[src/rtl/goertzel_bin_scheduler.sv]
// goertzel_bin_scheduler
// Walks the Goertzel datapath across NUM_BINS frequency bins, one bin per
// manager handshake. Holds a writable sin/cos coefficient table, presents the
// current bin's pair, tags each returned magnitude with its bin index and runs
// a per-bin threshold counter that sets a debounced detect bit after
// HOLD_FRAMES consecutive hits.
// Optional feature: define GBS_TIMEOUT_EN to add a BUSY-state watchdog that
// raises timeout_err and re-arms the same bin after TIMEOUT_CYC cycles.
module goertzel_bin_scheduler #(
  parameter int NUM_BINS    = 4,
  parameter int BIN_BITS    = 2,
  parameter int MAG_W       = 16,
  parameter int HOLD_FRAMES = 3,
  parameter int TIMEOUT_CYC = 4096
) (
  input  logic                sys_clk,
  input  logic                rst,
  input  logic                enable,
  input  logic                cfg_we,
  input  logic [BIN_BITS-1:0] cfg_addr,
  input  logic [15:0]         cfg_sin,
  input  logic [15:0]         cfg_cos,
  input  logic [MAG_W-1:0]    thresh,
  input  logic                err_clr,
  input  logic                request_trig,
  output logic [15:0]         sin_out,
  output logic [15:0]         cos_out,
  input  logic [MAG_W-1:0]    mag_in,
  input  logic                mag_rdy,
  output logic [MAG_W-1:0]    bin_mag,
  output logic [BIN_BITS-1:0] bin_idx,
  output logic                bin_valid,
  output logic                frame_done,
  output logic [NUM_BINS-1:0] detect_mask,
  output logic                orphan_err,
  output logic                timeout_err
);

  localparam int                  TAB_DEPTH = 1 << BIN_BITS;
  localparam logic [BIN_BITS-1:0] LAST_BIN  = BIN_BITS'(NUM_BINS - 1);
  localparam logic [2:0]          HOLD_VAL  = 3'(HOLD_FRAMES);

  typedef enum logic [1:0] {
    S_IDLE,
    S_ARMED,
    S_BUSY,
    S_UPDATE
  } state_t;

  state_t state;
  state_t next_state;

  logic [15:0]         sin_tab [TAB_DEPTH];
  logic [15:0]         cos_tab [TAB_DEPTH];
  logic [2:0]          hit_cnt [NUM_BINS];

  logic [BIN_BITS-1:0] cur_bin;
  logic [BIN_BITS-1:0] nxt_bin;
  logic [BIN_BITS-1:0] load_idx;
  logic [15:0]         load_sin;
  logic [15:0]         load_cos;

  logic                load_now;
  logic                capture;
  logic                advance;
  logic                orphan;
  logic                wd_expired;

  logic                hit;
  logic [2:0]          cur_cnt;
  logic [2:0]          new_cnt;

  // Next bin in scan order, wrapping after the last configured bin
  always_comb begin
    nxt_bin = cur_bin + BIN_BITS'(1);
    if (cur_bin == LAST_BIN) begin
      nxt_bin = '0;
    end
  end

  // Coefficient source for a load: table entry, or a same-cycle write to that entry
  always_comb begin
    load_idx = load_now ? cur_bin : nxt_bin;
    load_sin = sin_tab[load_idx];
    load_cos = cos_tab[load_idx];
    if (cfg_we && (cfg_addr == load_idx)) begin
      load_sin = cfg_sin;
      load_cos = cfg_cos;
    end
  end

  // Hit-counter step for the bin being retired; the captured magnitude is compared
  always_comb begin
    cur_cnt = '0;
    for (int b = 0; b < NUM_BINS; b++) begin
      if (cur_bin == BIN_BITS'(b)) begin
        cur_cnt = hit_cnt[b];
      end
    end
    hit = (bin_mag >= thresh);
    if (!hit) begin
      new_cnt = '0;
    end else if (cur_cnt == HOLD_VAL) begin
      new_cnt = cur_cnt;
    end else begin
      new_cnt = cur_cnt + 3'd1;
    end
  end

  // Coefficient table storage, writable on any cycle
  always_ff @(posedge sys_clk or posedge rst) begin
    if (rst) begin
      for (int i = 0; i < TAB_DEPTH; i++) begin
        sin_tab[i] <= '0;
        cos_tab[i] <= '0;
      end
    end else if (cfg_we) begin
      sin_tab[cfg_addr] <= cfg_sin;
      cos_tab[cfg_addr] <= cfg_cos;
    end
  end

  // Scan state register
  always_ff @(posedge sys_clk or posedge rst) begin
    if (rst) begin
      state <= S_IDLE;
    end else begin
      state <= next_state;
    end
  end

  // Next-state logic and per-cycle control strobes; stray handshake pulses flagged
  always_comb begin
    next_state = state;
    load_now   = 1'b0;
    capture    = 1'b0;
    advance    = 1'b0;
    orphan     = 1'b0;
    case (state)
      S_IDLE: begin
        if (request_trig || mag_rdy) begin
          orphan = 1'b1;
        end
        if (enable) begin
          load_now   = 1'b1;
          next_state = S_ARMED;
        end
      end
      S_ARMED: begin
        if (mag_rdy) begin
          orphan = 1'b1;
        end
        if (request_trig) begin
          next_state = S_BUSY;
        end else if (!enable) begin
          next_state = S_IDLE;
        end
      end
      S_BUSY: begin
        if (request_trig) begin
          orphan = 1'b1;
        end
        if (mag_rdy) begin
          capture    = 1'b1;
          next_state = S_UPDATE;
        end else if (wd_expired) begin
          next_state = S_ARMED;
        end
      end
      S_UPDATE: begin
        if (request_trig || mag_rdy) begin
          orphan = 1'b1;
        end
        advance    = 1'b1;
        next_state = enable ? S_ARMED : S_IDLE;
      end
      default: begin
        next_state = S_IDLE;
      end
    endcase
  end

  // Current bin pointer and the coefficient pair presented to the manager
  always_ff @(posedge sys_clk or posedge rst) begin
    if (rst) begin
      cur_bin <= '0;
      sin_out <= '0;
      cos_out <= '0;
    end else begin
      if (load_now || advance) begin
        sin_out <= load_sin;
        cos_out <= load_cos;
      end
      if (advance) begin
        cur_bin <= nxt_bin;
      end
    end
  end

  // Magnitude capture with bin tag, plus the end-of-scan pulse
  always_ff @(posedge sys_clk or posedge rst) begin
    if (rst) begin
      bin_mag    <= '0;
      bin_idx    <= '0;
      bin_valid  <= 1'b0;
      frame_done <= 1'b0;
    end else begin
      bin_valid  <= capture;
      frame_done <= advance && (cur_bin == LAST_BIN);
      if (capture) begin
        bin_mag <= mag_in;
        bin_idx <= cur_bin;
      end
    end
  end

  // Per-bin consecutive-hit counters and the debounced detect mask
  always_ff @(posedge sys_clk or posedge rst) begin
    if (rst) begin
      for (int b = 0; b < NUM_BINS; b++) begin
        hit_cnt[b] <= '0;
      end
      detect_mask <= '0;
    end else if (advance) begin
      for (int b = 0; b < NUM_BINS; b++) begin
        if (cur_bin == BIN_BITS'(b)) begin
          hit_cnt[b]     <= new_cnt;
          detect_mask[b] <= (new_cnt == HOLD_VAL);
        end
      end
    end
  end

  // Sticky orphan flag; a clear beats a simultaneous set
  always_ff @(posedge sys_clk or posedge rst) begin
    if (rst) begin
      orphan_err <= 1'b0;
    end else if (err_clr) begin
      orphan_err <= 1'b0;
    end else if (orphan) begin
      orphan_err <= 1'b1;
    end
  end

`ifdef GBS_TIMEOUT_EN
  localparam int WD_W = $clog2(TIMEOUT_CYC) + 1;

  logic [WD_W-1:0] wd_cnt;
  logic            wd_fire;

  assign wd_expired = (wd_cnt == WD_W'(TIMEOUT_CYC - 1));
  assign wd_fire    = (state == S_BUSY) && !mag_rdy && wd_expired;

  // Watchdog counts consecutive BUSY cycles, restarting whenever BUSY is left
  always_ff @(posedge sys_clk or posedge rst) begin
    if (rst) begin
      wd_cnt <= '0;
    end else if ((state == S_BUSY) && (next_state == S_BUSY)) begin
      wd_cnt <= wd_cnt + WD_W'(1);
    end else begin
      wd_cnt <= '0;
    end
  end

  // Sticky timeout flag; a clear beats a simultaneous set
  always_ff @(posedge sys_clk or posedge rst) begin
    if (rst) begin
      timeout_err <= 1'b0;
    end else if (err_clr) begin
      timeout_err <= 1'b0;
    end else if (wd_fire) begin
      timeout_err <= 1'b1;
    end
  end
`else
  assign wd_expired  = 1'b0;
  assign timeout_err = 1'b0;
`endif

endmodule
[config.mk]
export PLATFORM = sky130hd
export DESIGN_NAME = goertzel_bin_scheduler
export DESIGN_NICKNAME = d
export VERILOG_FILES = /design/src/rtl/goertzel_bin_scheduler.sv
export SDC_FILE = /design/constraint.sdc
export NUM_CORES = 1
export LEC_CHECK = 0
export ABC_AREA = 1
export CAP_MARGIN = 20
export CORE_AREA = 2 2 141 143
export CTS_CLUSTER_DIAMETER = 40
export DETAILED_ROUTE_END_ITERATION = 12
export DIE_AREA = 0 0 143 145
export PLACE_DENSITY_LB_ADDON = 0.1
export SLEW_MARGIN = 20
export SYNTH_ARGS = -nofsm -noshare
export SYNTH_HDL_FRONTEND = slang
export SYNTH_SLANG_ARGS = --single-unit
[constraint.sdc]
create_clock -name sys_clk -period 6.75 [get_ports sys_clk]
set_input_delay 1.35 -clock sys_clk [delete_from_list [all_inputs] [get_ports sys_clk]]
set_output_delay 1.35 -clock sys_clk [all_outputs]
set_load 0.05 [all_outputs]
==> results.yml, run 1 <==
critical_path:
  slowest_delay_ns: 0.93
  endpoint_kind: "flop"
  path_cells: "clkdlybuf4s50_1, nand2_2, nand2_1, o21ai_4, buf_4, xor2_1, nand3_2, inv_2, a21oi_1, a21oi_1"
  crit_path_end: "cos_out[15]$_DFFE_PP0P_"
  slowest_stage: "inv_2"
  arrival_ns: 4.85
  regToRegSetupSlack_ns: 2.92
  cp.depth: 10
  path_buf_inv: 3
  crit_fanout: 65
  rr_worst_depth: 11
  startpoint_type: "input pin"
  critPathTopFamily: "buffers and inverters"
  r2r-start: "state[0]$_DFFE_PP0P_"
  reg2reg_to: "cos_out[15]$_DFFE_PP0P_"
  crit_start: "enable"
  crit_type: "in -> reg"
  cp_common_cell: "a21oi_1"
  critPathRequiredTime_ns: 7.16
sta:
  fin_tns_setup_ns: 0
  final_hold_viol_count: 0
  whs_ns: 0.479
  slew_violations: 0
  period_needed_ns: 4.44
  fmax_ghz: 0.225
  rsz0062_at_grt: "no"
  relSlewSlack: 0.254
  finClkSkew_ns: 0.0203
  fin_ws_ns: 2.31
  worst_pin_slew_ns: 1.12
  setup_viol_count_final: 0
  finalCritPeriodShare: 0.657
global_routing:
  antenna_found_initial: 0
  grt_pass1_vias: 7734
  grt_usage: 0.223
  grt_max_degree: 158
  grt-ovfl-total: 0
  grt_pass1_wl_mm: 37.9
outcome:
  outcome: "finished clean"
logic_synthesis:
  synth_cells: 1140
  ys_ff_latch: 201
  yosysSeqAreaShare: 0.534
  synth_ff_type: "dfrtp_1"
  synth-edff-count: 0
  syn_area_um2: 9410
  yosysWarnings: 0
  avgSynthCellArea_um2: 8.26
  yosys.cell_types.count: 31
  synth_fp_nets: 1239
  async_flop_share: 1.00
routing:
  wire_per_inst_um: 14.5
  antenna_left: 0
  drt_iter0_drc: 481
  via_per_inst: 5.05
  drc: 0
  routed_wirelength_mm: 22.5
  num_vias: 7808
  first_pass_iters: 5
clock_tree:
  htreeDepth: 2
  cts_buffers: 35
  post-cts-setup-buffers: 0
  ctsRootBufferMaster: "clkbuf_16"
  clock_path_buffers: 3
  cts_tree: "yes"
  clock_sinks: 201
  clk_pin_slew_ns: 0.05
  holdBufCountCts: 0
  clock_latency_ns: 0.50
  post_cts_resized: 0
final_layout:
  syn_to_final_growth_pct: 28.0
  diodes: 0
  fin_nets: 1355
  drive_gt1_frac: 0.0844
  final_cells: 1545
  nFillCells: 1682
  finish.instance_area_um2: 12000
  fin_util: 0.627
placement:
  dpl_worst_slack_ns: 1.78
  dp.cells: 1483
  dpl_cell_area_um2: 10900
  gp_congestion: 0.813
  portBuffers: 129
  dp_hpwl_mm: 13.2
pwr:
  swShare: 0.426
  p_seq_frac: 0.278
  clkPwrFrac: 0.276
  leakagePower_nw: 5.76
  intPower_mw: 3.58
  combPwrFrac: 0.446
  max-vdd-ir-drop_mv: 0.358
  power.switching_mw: 2.66
  power.density_nw_per_um2: 518
  totalPowerFinal_mw: 6.24
min_path:
  hold_depth: 2
  min_path_type: "reg -> reg"
die:
  coreArea_um2: 19200
  dieWidth_um: 143
  initial_utilization: 0.490
  io_pins: 131
  rows: 51
  die_h_um: 145
  die-area_um2: 20700
flow_run:
  drv_cap: 0
layout by cell type (no fill, tap or decap), types with 5 or more instances in the layout:
master | Yosys | routed
ha_1 | 26 | 26
clkinv_2 | 0 | 7
clkinvlp_4 | 0 | 5
nor2_1 | 141 | 140
a21oi_1 | 56 | 56
clkbuf_8 | 0 | 5
o21ai_0 | 216 | 216
buf_4 | 6 | 10
dfrtp_1 | 201 | 201
nand2_1 | 274 | 274
clkdlybuf4s50_1 | 0 | 129
a21oi_2 | 20 | 20
inv_1 | 77 | 76
clkbuf_16 | 0 | 37
o21ai_1 | 30 | 30
nand3_2 | 1 | 5
nand3_1 | 15 | 11
metal layers:
layer / vias up / share of wire / track usage
li1: 3929 / - / -
met1: 3679 / 0.47 / 0.312
met2: 162 / 0.47 / 0.360
met3: 38 / 0.043 / 0.0386
met4: 0 / 0.019 / 0.0624
met5: - / 0 / 0
Yosys cell counts, types with 6 or more instances:
library cell	number	area share
a21oi_2	20	0.019
nand3_1	15	0.0080
a21oi_1	56	0.030
buf_4	6	0.0048
ha_1	26	0.035
o21ai_0	216	0.11
nand2_1	274	0.11
o21ai_1	30	0.016
buf_2	18	0.0096
dfrtp_1	201	0.53
clkbuf_1	33	0.013
nor2_1	141	0.056
inv_1	77	0.031
area by class of cell:
cell class                 count  area, µm²  area share
clock buffer                  44       1000      0.0832
timing repair buffer         141       1410       0.117
inverter                      82        312      0.0259
sequential                   201       5030       0.417
multi-input combinational    795       3810       0.316
clock inverter                17        160      0.0133
tap                          265        332      0.0275
how the worst min path moves through the flow:
| stage | endpoint | from | slack, ns |
|---|---|---|---|
| floorplan | hit_cnt[1]$_DFFE_PP0P_ | hit_cnt[1]$_DFFE_PP0P_ | 0.45 |
| global placement | cos_tab[52]$_DFFE_PP0P_ | cos_tab[52]$_DFFE_PP0P_ | 0.46 |
| detailed placement | cos_tab[54]$_DFFE_PP0P_ | cos_tab[54]$_DFFE_PP0P_ | 0.47 |
| CTS | cos_tab[51]$_DFFE_PP0P_ | cos_tab[51]$_DFFE_PP0P_ | 0.48 |
| global route | cos_tab[2]$_DFFE_PP0P_ | cos_tab[2]$_DFFE_PP0P_ | 0.50 |
| finish | cos_tab[29]$_DFFE_PP0P_ | cos_tab[29]$_DFFE_PP0P_ | 0.48 |
sequential cells by signal, summed over array words and instances, names as in the netlist, named ones only:
| name | cells |
|---|---|
| hit_cnt | 12 |
| cur_bin | 2 |
| bin_valid | 1 |
| orphan_err | 1 |
| sin_out | 16 |
| frame_done | 1 |
| detect_mask | 4 |
| bin_idx | 2 |
| bin_mag | 16 |
| state | 1 |
| sin_tab | 64 |
| cos_out | 16 |
| cos_tab | 64 |
power by group through the flow:
stage                     registers [mW]  logic [mW]  clock network (mW)
after floorplan                     2.29        1.49                   0
after global placement              1.74        2.76                   0
after detailed placement            1.74        2.80                   0
after CTS                           1.73        2.81                1.75
after global routing                1.78        3.11                1.81
final                               1.73        2.78                1.72
tightest hold or removal path, stage by stage, from the launching register on:
cell and delay (ns):
dfrtp_1 0.34, nand2_1 0.05, o21ai_0 0.06
cells by family (layout without fill, tap and decap cells):
group                    count (synthesis)  in the layout  synth area share
flip-flops                             201            201             0.534
AO/OA/AOI/OAI                          329            329             0.185
XOR/XNOR                                 2              2           0.00266
buffers and inverters                  144            284            0.0649
other                                    1              1          0.000398
AND/OR/NAND/NOR                        437            437             0.178
adder cells (fa/ha/maj)                 26             26            0.0346
Power figures use the tool's default switching activity.
==> run 2: changes to the inputs <==
--- a/config.mk
+++ b/config.mk
@@ -7,10 +7,10 @@
 export LEC_CHECK = 0
 export ABC_AREA = 1
 export CAP_MARGIN = 20
-export CORE_AREA = 2 2 141 143
+export CORE_AREA = 2 2 134 136
 export CTS_CLUSTER_DIAMETER = 40
 export DETAILED_ROUTE_END_ITERATION = 12
-export DIE_AREA = 0 0 143 145
+export DIE_AREA = 0 0 136 138
 export PLACE_DENSITY_LB_ADDON = 0.1
 export SLEW_MARGIN = 20
 export SYNTH_ARGS = -nofsm -noshare
==> constraint.sdc (replaced) <==
create_clock -name sys_clk -period 4.4 [get_ports sys_clk]
set_input_delay 0.88 -clock sys_clk [delete_from_list [all_inputs] [get_ports sys_clk]]
set_output_delay 0.88 -clock sys_clk [all_outputs]
set_load 0.05 [all_outputs]
==> results.yml, run 2 (synthesized netlist as in run 1, its figures left out) <==
outcome:
  outcome: "finished clean"
global_routing:
  grt_pass1_vias: 8027
  antenna_found_initial: 0
  grt_usage: 0.258
  grt-ovfl-total: 0
  grt_pass1_wl_mm: 39.2
  grt_max_degree: 65
pwr:
  power.density_nw_per_um2: 808
  leakagePower_nw: 5.82
  totalPowerFinal_mw: 9.79
  max-vdd-ir-drop_mv: 0.565
final_layout:
  layout_common_cells: "274 x nand2_1, 216 x o21ai_0, 201 x dfrtp_1"
  diodes: 0
  drive_gt1_frac: 0.0879
  final_common_cell: "nand2_1"
  finish.instance_area_um2: 12100
  fin_util: 0.691
  fin_nets: 1361
  syn_to_final_growth_pct: 28.8
  top_regs: "cos_tab: 64 flops, sin_tab: 64 flops"
min_path:
  min_path_type: "reg -> reg"
  hold_start: "detect_mask[3]$_DFFE_PP0P_"
die:
  die-area_um2: 18800
  initial_utilization: 0.537
  io_pins: 131
  dieWidth_um: 136
  die_h_um: 138
  rows: 49
  coreArea_um2: 17500
placement:
  dp_hpwl_mm: 13.9
  portBuffers: 129
  dpl_cell_area_um2: 10900
  gp_congestion: 0.837
critical_path:
  critPathRequiredTime_ns: 4.83
  arrival_ns: 3.15
  rr_worst_depth: 11
  regToRegSetupSlack_ns: 1.82
  critPathTopFamily: "buffers and inverters"
  reg2reg_to: "sin_out[13]$_DFFE_PP0P_"
  crit_start: "enable"
  crit_path_end: "sin_out[13]$_DFFE_PP0P_"
  path_cells: "clkdlybuf4s50_1, nand2_2, inv_2, nand2_1, nand2_2, xor2_2, nand3_2, inv_2, a21oi_1, a21oi_1"
  crit_type: "in -> reg"
  slowest_delay_ns: 0.66
  slowest_stage: "inv_2"
  path_buf_inv: 3
  r2r-start: "state[0]$_DFFE_PP0P_"
  endpoint_kind: "flop"
  crit_fanout: 32
  cp.depth: 10
  startpoint_type: "input pin"
sta:
  fmax_ghz: 0.367
  period_needed_ns: 2.72
  finClkSkew_ns: 0.0147
  whs_ns: 0.477
  rsz0062_at_grt: "no"
  final_hold_viol_count: 0
  relSlewSlack: 0.328
  worst_pin_slew_ns: 1.01
  setup_viol_count_final: 0
  finalCritPeriodShare: 0.619
  fin_tns_setup_ns: 0
  slew_violations: 0
clock_tree:
  clock_path_buffers: 3
  post_cts_resized: 0
  clock_sinks: 201
  htreeDepth: 2
  cts_buffers: 34
  clk_pin_slew_ns: 0.06
  holdBufCountCts: 0
  cts_tree: "yes"
  clock_latency_ns: 0.51
  ctsRootBufferMaster: "clkbuf_16"
  post-cts-setup-buffers: 0
routing:
  num_vias: 8041
  routed_wirelength_mm: 23.5
  wire_per_inst_um: 15.5
  via_per_inst: 5.31
  antenna_left: 0
  drc: 0
  drt_iter0_drc: 572
  first_pass_iters: 5
flow_run:
  drv_cap: 0
[run 2: cell types whose count changed in the layout (fill, tap and decap cells not counted)]
| cell | before | now |
|---|---|---|
| inv_16 | 0 | 1 |
| bufinv_16 | 2 | 5 |
| clkinvlp_4 | 5 | 2 |
| clkbuf_16 | 37 | 35 |
| buf_12 | 2 | 4 |
| inv_8 | 0 | 1 |
| buf_4 | 10 | 15 |
| clkbuf_1 | 2 | 3 |
| clkinv_2 | 7 | 2 |
| inv_6 | 2 | 8 |
| clkbuf_8 | 5 | 2 |
[run 2: how the worst min path moves through the flow]
stage	endpoint	slack [ns]	depth (start not counted)
final	detect_mask[3]$_DFFE_PP0P_	0.48	2
after global routing	cos_tab[34]$_DFFE_PP0P_	0.50	2
after CTS	cos_tab[20]$_DFFE_PP0P_	0.48	2
after global placement	cos_tab[57]$_DFFE_PP0P_	0.46	2
after detailed placement	detect_mask[2]$_DFFE_PP0P_	0.47	2
after floorplan	hit_cnt[1]$_DFFE_PP0P_	0.45	2
[run 2: through the flow]
step	worst slack (ns)	instances
floorplan	0.918	1140
global placement	1.25	1454
detailed placement	1.16	1454
CTS	1.69	1514
global route	1.51	1515
finish	1.68	1515
[run 2: cell type report]
| class | count | area (µm²) |
|---|---|---|
| Inverter | 82 | 312 |
| Timing Repair Buffer | 148 | 1480 |
| Sequential cell | 201 | 5030 |
| Fill cell | 1456 | 5410 |
| Clock buffer | 40 | 915 |
| Multi-Input combinational cell | 795 | 3810 |
| Tap cell | 229 | 287 |
| Clock inverter | 20 | 287 |
[run 2: power by group]
part           leakage, nW  switching, mW  internal, mW
Combinational         2.77           2.91          1.42
Sequential            2.46          0.306          2.37
Clock                0.588          0.970          1.81
Total                 5.82           4.18          5.60
[run 2: worst register-to-register path, delay by kind of cell, from the launching register on]
| kind | cells | cell delay, ns |
|---|---|---|
| AO/OA/AOI/OAI | 2 | 0.33 |
| XOR/XNOR | 1 | 0.17 |
| adder cells (fa/ha/maj) | 1 | 0.21 |
| buffers and inverters | 3 | 0.91 |
| flip-flops | 1 | 0.40 |
| AND/OR/NAND/NOR | 4 | 0.48 |
[run 2: metal layers]
| metal | GRT usage | vias up | part of all wire |
|---|---|---|---|
| met5 | 0 | - | 0 |
| met4 | 0.0855 | 0 | 0.017 |
| met3 | 0.0422 | 32 | 0.055 |
| met2 | 0.412 | 225 | 0.47 |
| met1 | 0.360 | 3842 | 0.45 |
| li1 | - | 3942 | - |
==> run 3: changes to the inputs <==
--- a/config.mk
+++ b/config.mk
@@ -7,10 +7,10 @@
 export LEC_CHECK = 0
 export ABC_AREA = 1
 export CAP_MARGIN = 20
-export CORE_AREA = 2 2 134 136
+export CORE_AREA = 2 2 141 143
 export CTS_CLUSTER_DIAMETER = 40
 export DETAILED_ROUTE_END_ITERATION = 12
-export DIE_AREA = 0 0 136 138
+export DIE_AREA = 0 0 143 145
 export PLACE_DENSITY_LB_ADDON = 0.1
 export SLEW_MARGIN = 20
 export SYNTH_ARGS = -nofsm -noshare
==> constraint.sdc (replaced) <==
create_clock -name sys_clk -period 2.5 [get_ports sys_clk]
set_input_delay 0.5 -clock sys_clk [delete_from_list [all_inputs] [get_ports sys_clk]]
set_output_delay 0.5 -clock sys_clk [all_outputs]
set_load 0.05 [all_outputs]
==> results.yml, run 3 (synthesized netlist as in run 1, its figures left out) <==
pwr:
  swShare: 0.418
  intPower_mw: 10.2
  clkPwrFrac: 0.282
  p_seq_frac: 0.267
  combPwrFrac: 0.451
  max-vdd-ir-drop_mv: 0.789
  power.switching_mw: 7.35
  leakagePower_nw: 5.91
  power.density_nw_per_um2: 1420
die:
  initial_utilization: 0.490
  coreArea_um2: 19200
  rows: 51
  die_h_um: 145
  io_pins: 131
  die-area_um2: 20700
  dieWidth_um: 143
routing:
  first_pass_iters: 5
  num_vias: 8055
  routed_wirelength_mm: 23.6
  drc: 0
  antenna_left: 0
  via_per_inst: 5.15
  wire_per_inst_um: 15.1
  drt_iter0_drc: 556
final_layout:
  top_regs: "cos_tab: 64 flops, sin_tab: 64 flops"
  diodes: 0
  final_common_cell: "nand2_1"
  fin_nets: 1374
  layout_common_cells: "273 x nand2_1, 214 x o21ai_0, 200 x dfrtp_1"
  drive_gt1_frac: 0.103
  finish.instance_area_um2: 12400
  fin_util: 0.645
  syn_to_final_growth_pct: 31.6
sta:
  setup_viol_count_final: 0
  period_needed_ns: 2.27
  fin_ws_ns: 0.229
  worst_pin_slew_ns: 0.620
  fin_tns_setup_ns: 0
  relSlewSlack: 0.582
  finClkSkew_ns: 0.0127
  final_hold_viol_count: 0
  fmax_ghz: 0.440
  whs_ns: 0.477
  slew_violations: 0
  finalCritPeriodShare: 0.908
  rsz0062_at_grt: "no"
clock_tree:
  clock_latency_ns: 0.49
  cts_buffers: 34
  clk_pin_slew_ns: 0.05
  cts_tree: "yes"
  clock_path_buffers: 3
  ctsRootBufferMaster: "clkbuf_16"
  clock_sinks: 201
  htreeDepth: 2
  post-cts-setup-buffers: 0
critical_path:
  path_cells: "inv_2, ha_2, inv_1, o21ai_0, nor2_1, o21ai_1, inv_1, ha_1, nand3_1, nor2_1, nor2_1, nand2_2, nor2_4, nand3_1, nand2_1"
  path_buf_inv: 3
  startpoint_type: "flop"
  crit_fanout: 5
  slowest_stage: "dfrtp_2"
  critPathRequiredTime_ns: 2.92
  slowest_delay_ns: 0.45
  arrival_ns: 2.69
  critPathTopFamily: "simple AND/OR/NAND/NOR gates"
  endpoint_kind: "flop"
  crit_type: "reg -> reg"
  cp_common_cell: "nor2_1"
global_routing:
  grt_usage: 0.234
  grt_max_degree: 96
  antenna_found_initial: 0
  grt_pass1_wl_mm: 39.7
  grt-ovfl-total: 0
  grt_pass1_vias: 7848
flow_run:
  drv_cap: 0
outcome:
  outcome: "finished clean"
placement:
  dpl_cell_area_um2: 11100
  dpl_worst_slack_ns: -0.0164
  portBuffers: 129
  gp_congestion: 0.783
  dp_hpwl_mm: 14.6
min_path:
  min_path_type: "reg -> reg"
==> run 3: path summary, 6_finish.rpt <==
kind / start / end / slack, ns / cells after the start
worst max register to register: cur_bin[0]$_DFFE_PP0P_ / detect_mask[0]$_DFFE_PP0P_ / 0.23 / 15
min in group asynchronous: rst / cos_out[4]$_DFFE_PP0P_ / 0.52 / 3
worst min register to register: cos_tab[19]$_DFFE_PP0P_ / cos_tab[19]$_DFFE_PP0P_ / 0.48 / 2
max in group asynchronous: rst / sin_tab[63]$_DFFE_PP0P_ / 1.54 / 3
worst max-delay path: cur_bin[0]$_DFFE_PP0P_ / detect_mask[0]$_DFFE_PP0P_ / 0.23 / 15
worst min-delay path: cos_tab[19]$_DFFE_PP0P_ / cos_tab[19]$_DFFE_PP0P_ / 0.48 / 2
==> run 3: power by group through the flow <==
stage | sequential (mW) | clock [mW] | combinational (mW)
floorplan | 6.17 | 0 | 4.01
global route | 4.83 | 5.20 | 8.76
detailed placement | 4.72 | 0 | 7.89
CTS | 4.70 | 5.05 | 7.93
global placement | 4.72 | 0 | 7.81
finish | 4.70 | 4.96 | 7.94
==> run 3: cell type report <==
type / instances / area [µm²]
repair buffers: 161 / 1640
fillers: 1610 / 6820
inverters: 82 / 312
well taps: 265 / 332
clock buffers: 43 / 978
multi-input cells: 795 / 3840
clock inverters: 18 / 254
flip-flops and latches: 201 / 5030
==> run 3: stage by stage <==
stage          std cells  total power, mW
2_1_floorplan       1140             10.2
3_3_place_gp        1504             12.5
3_5_place_dp        1504             12.6
4_1_cts             1565             17.7
5_1_grt             1565             18.8
6_report            1565             17.6
==> run 3: repair_timing <==
action	in CTS	in global routing
resized for setup	0	11
setup endpoints to repair	0	8
hold buffers	0	0
==> run 3: metal layers <==
metal  GRT usage  share of wire  wire length (µm)  vias to the layer above
li1            -              -                 -                     3965
met1       0.328           0.46             10900                     3863
met2       0.378           0.48             11200                      190
met3      0.0426          0.045              1060                       37
met4      0.0584          0.018               419                        0
met5           0              0                 0                        -
==> run 3: tightest hold or removal path, delay by kind of cell (launching register included) <==
| kind | cells | cell delay, ns |
|---|---|---|
| flip-flops | 1 | 0.33 |
| AND/OR/NAND/NOR | 1 | 0.05 |
| AO/OA/AOI/OAI | 1 | 0.06 |
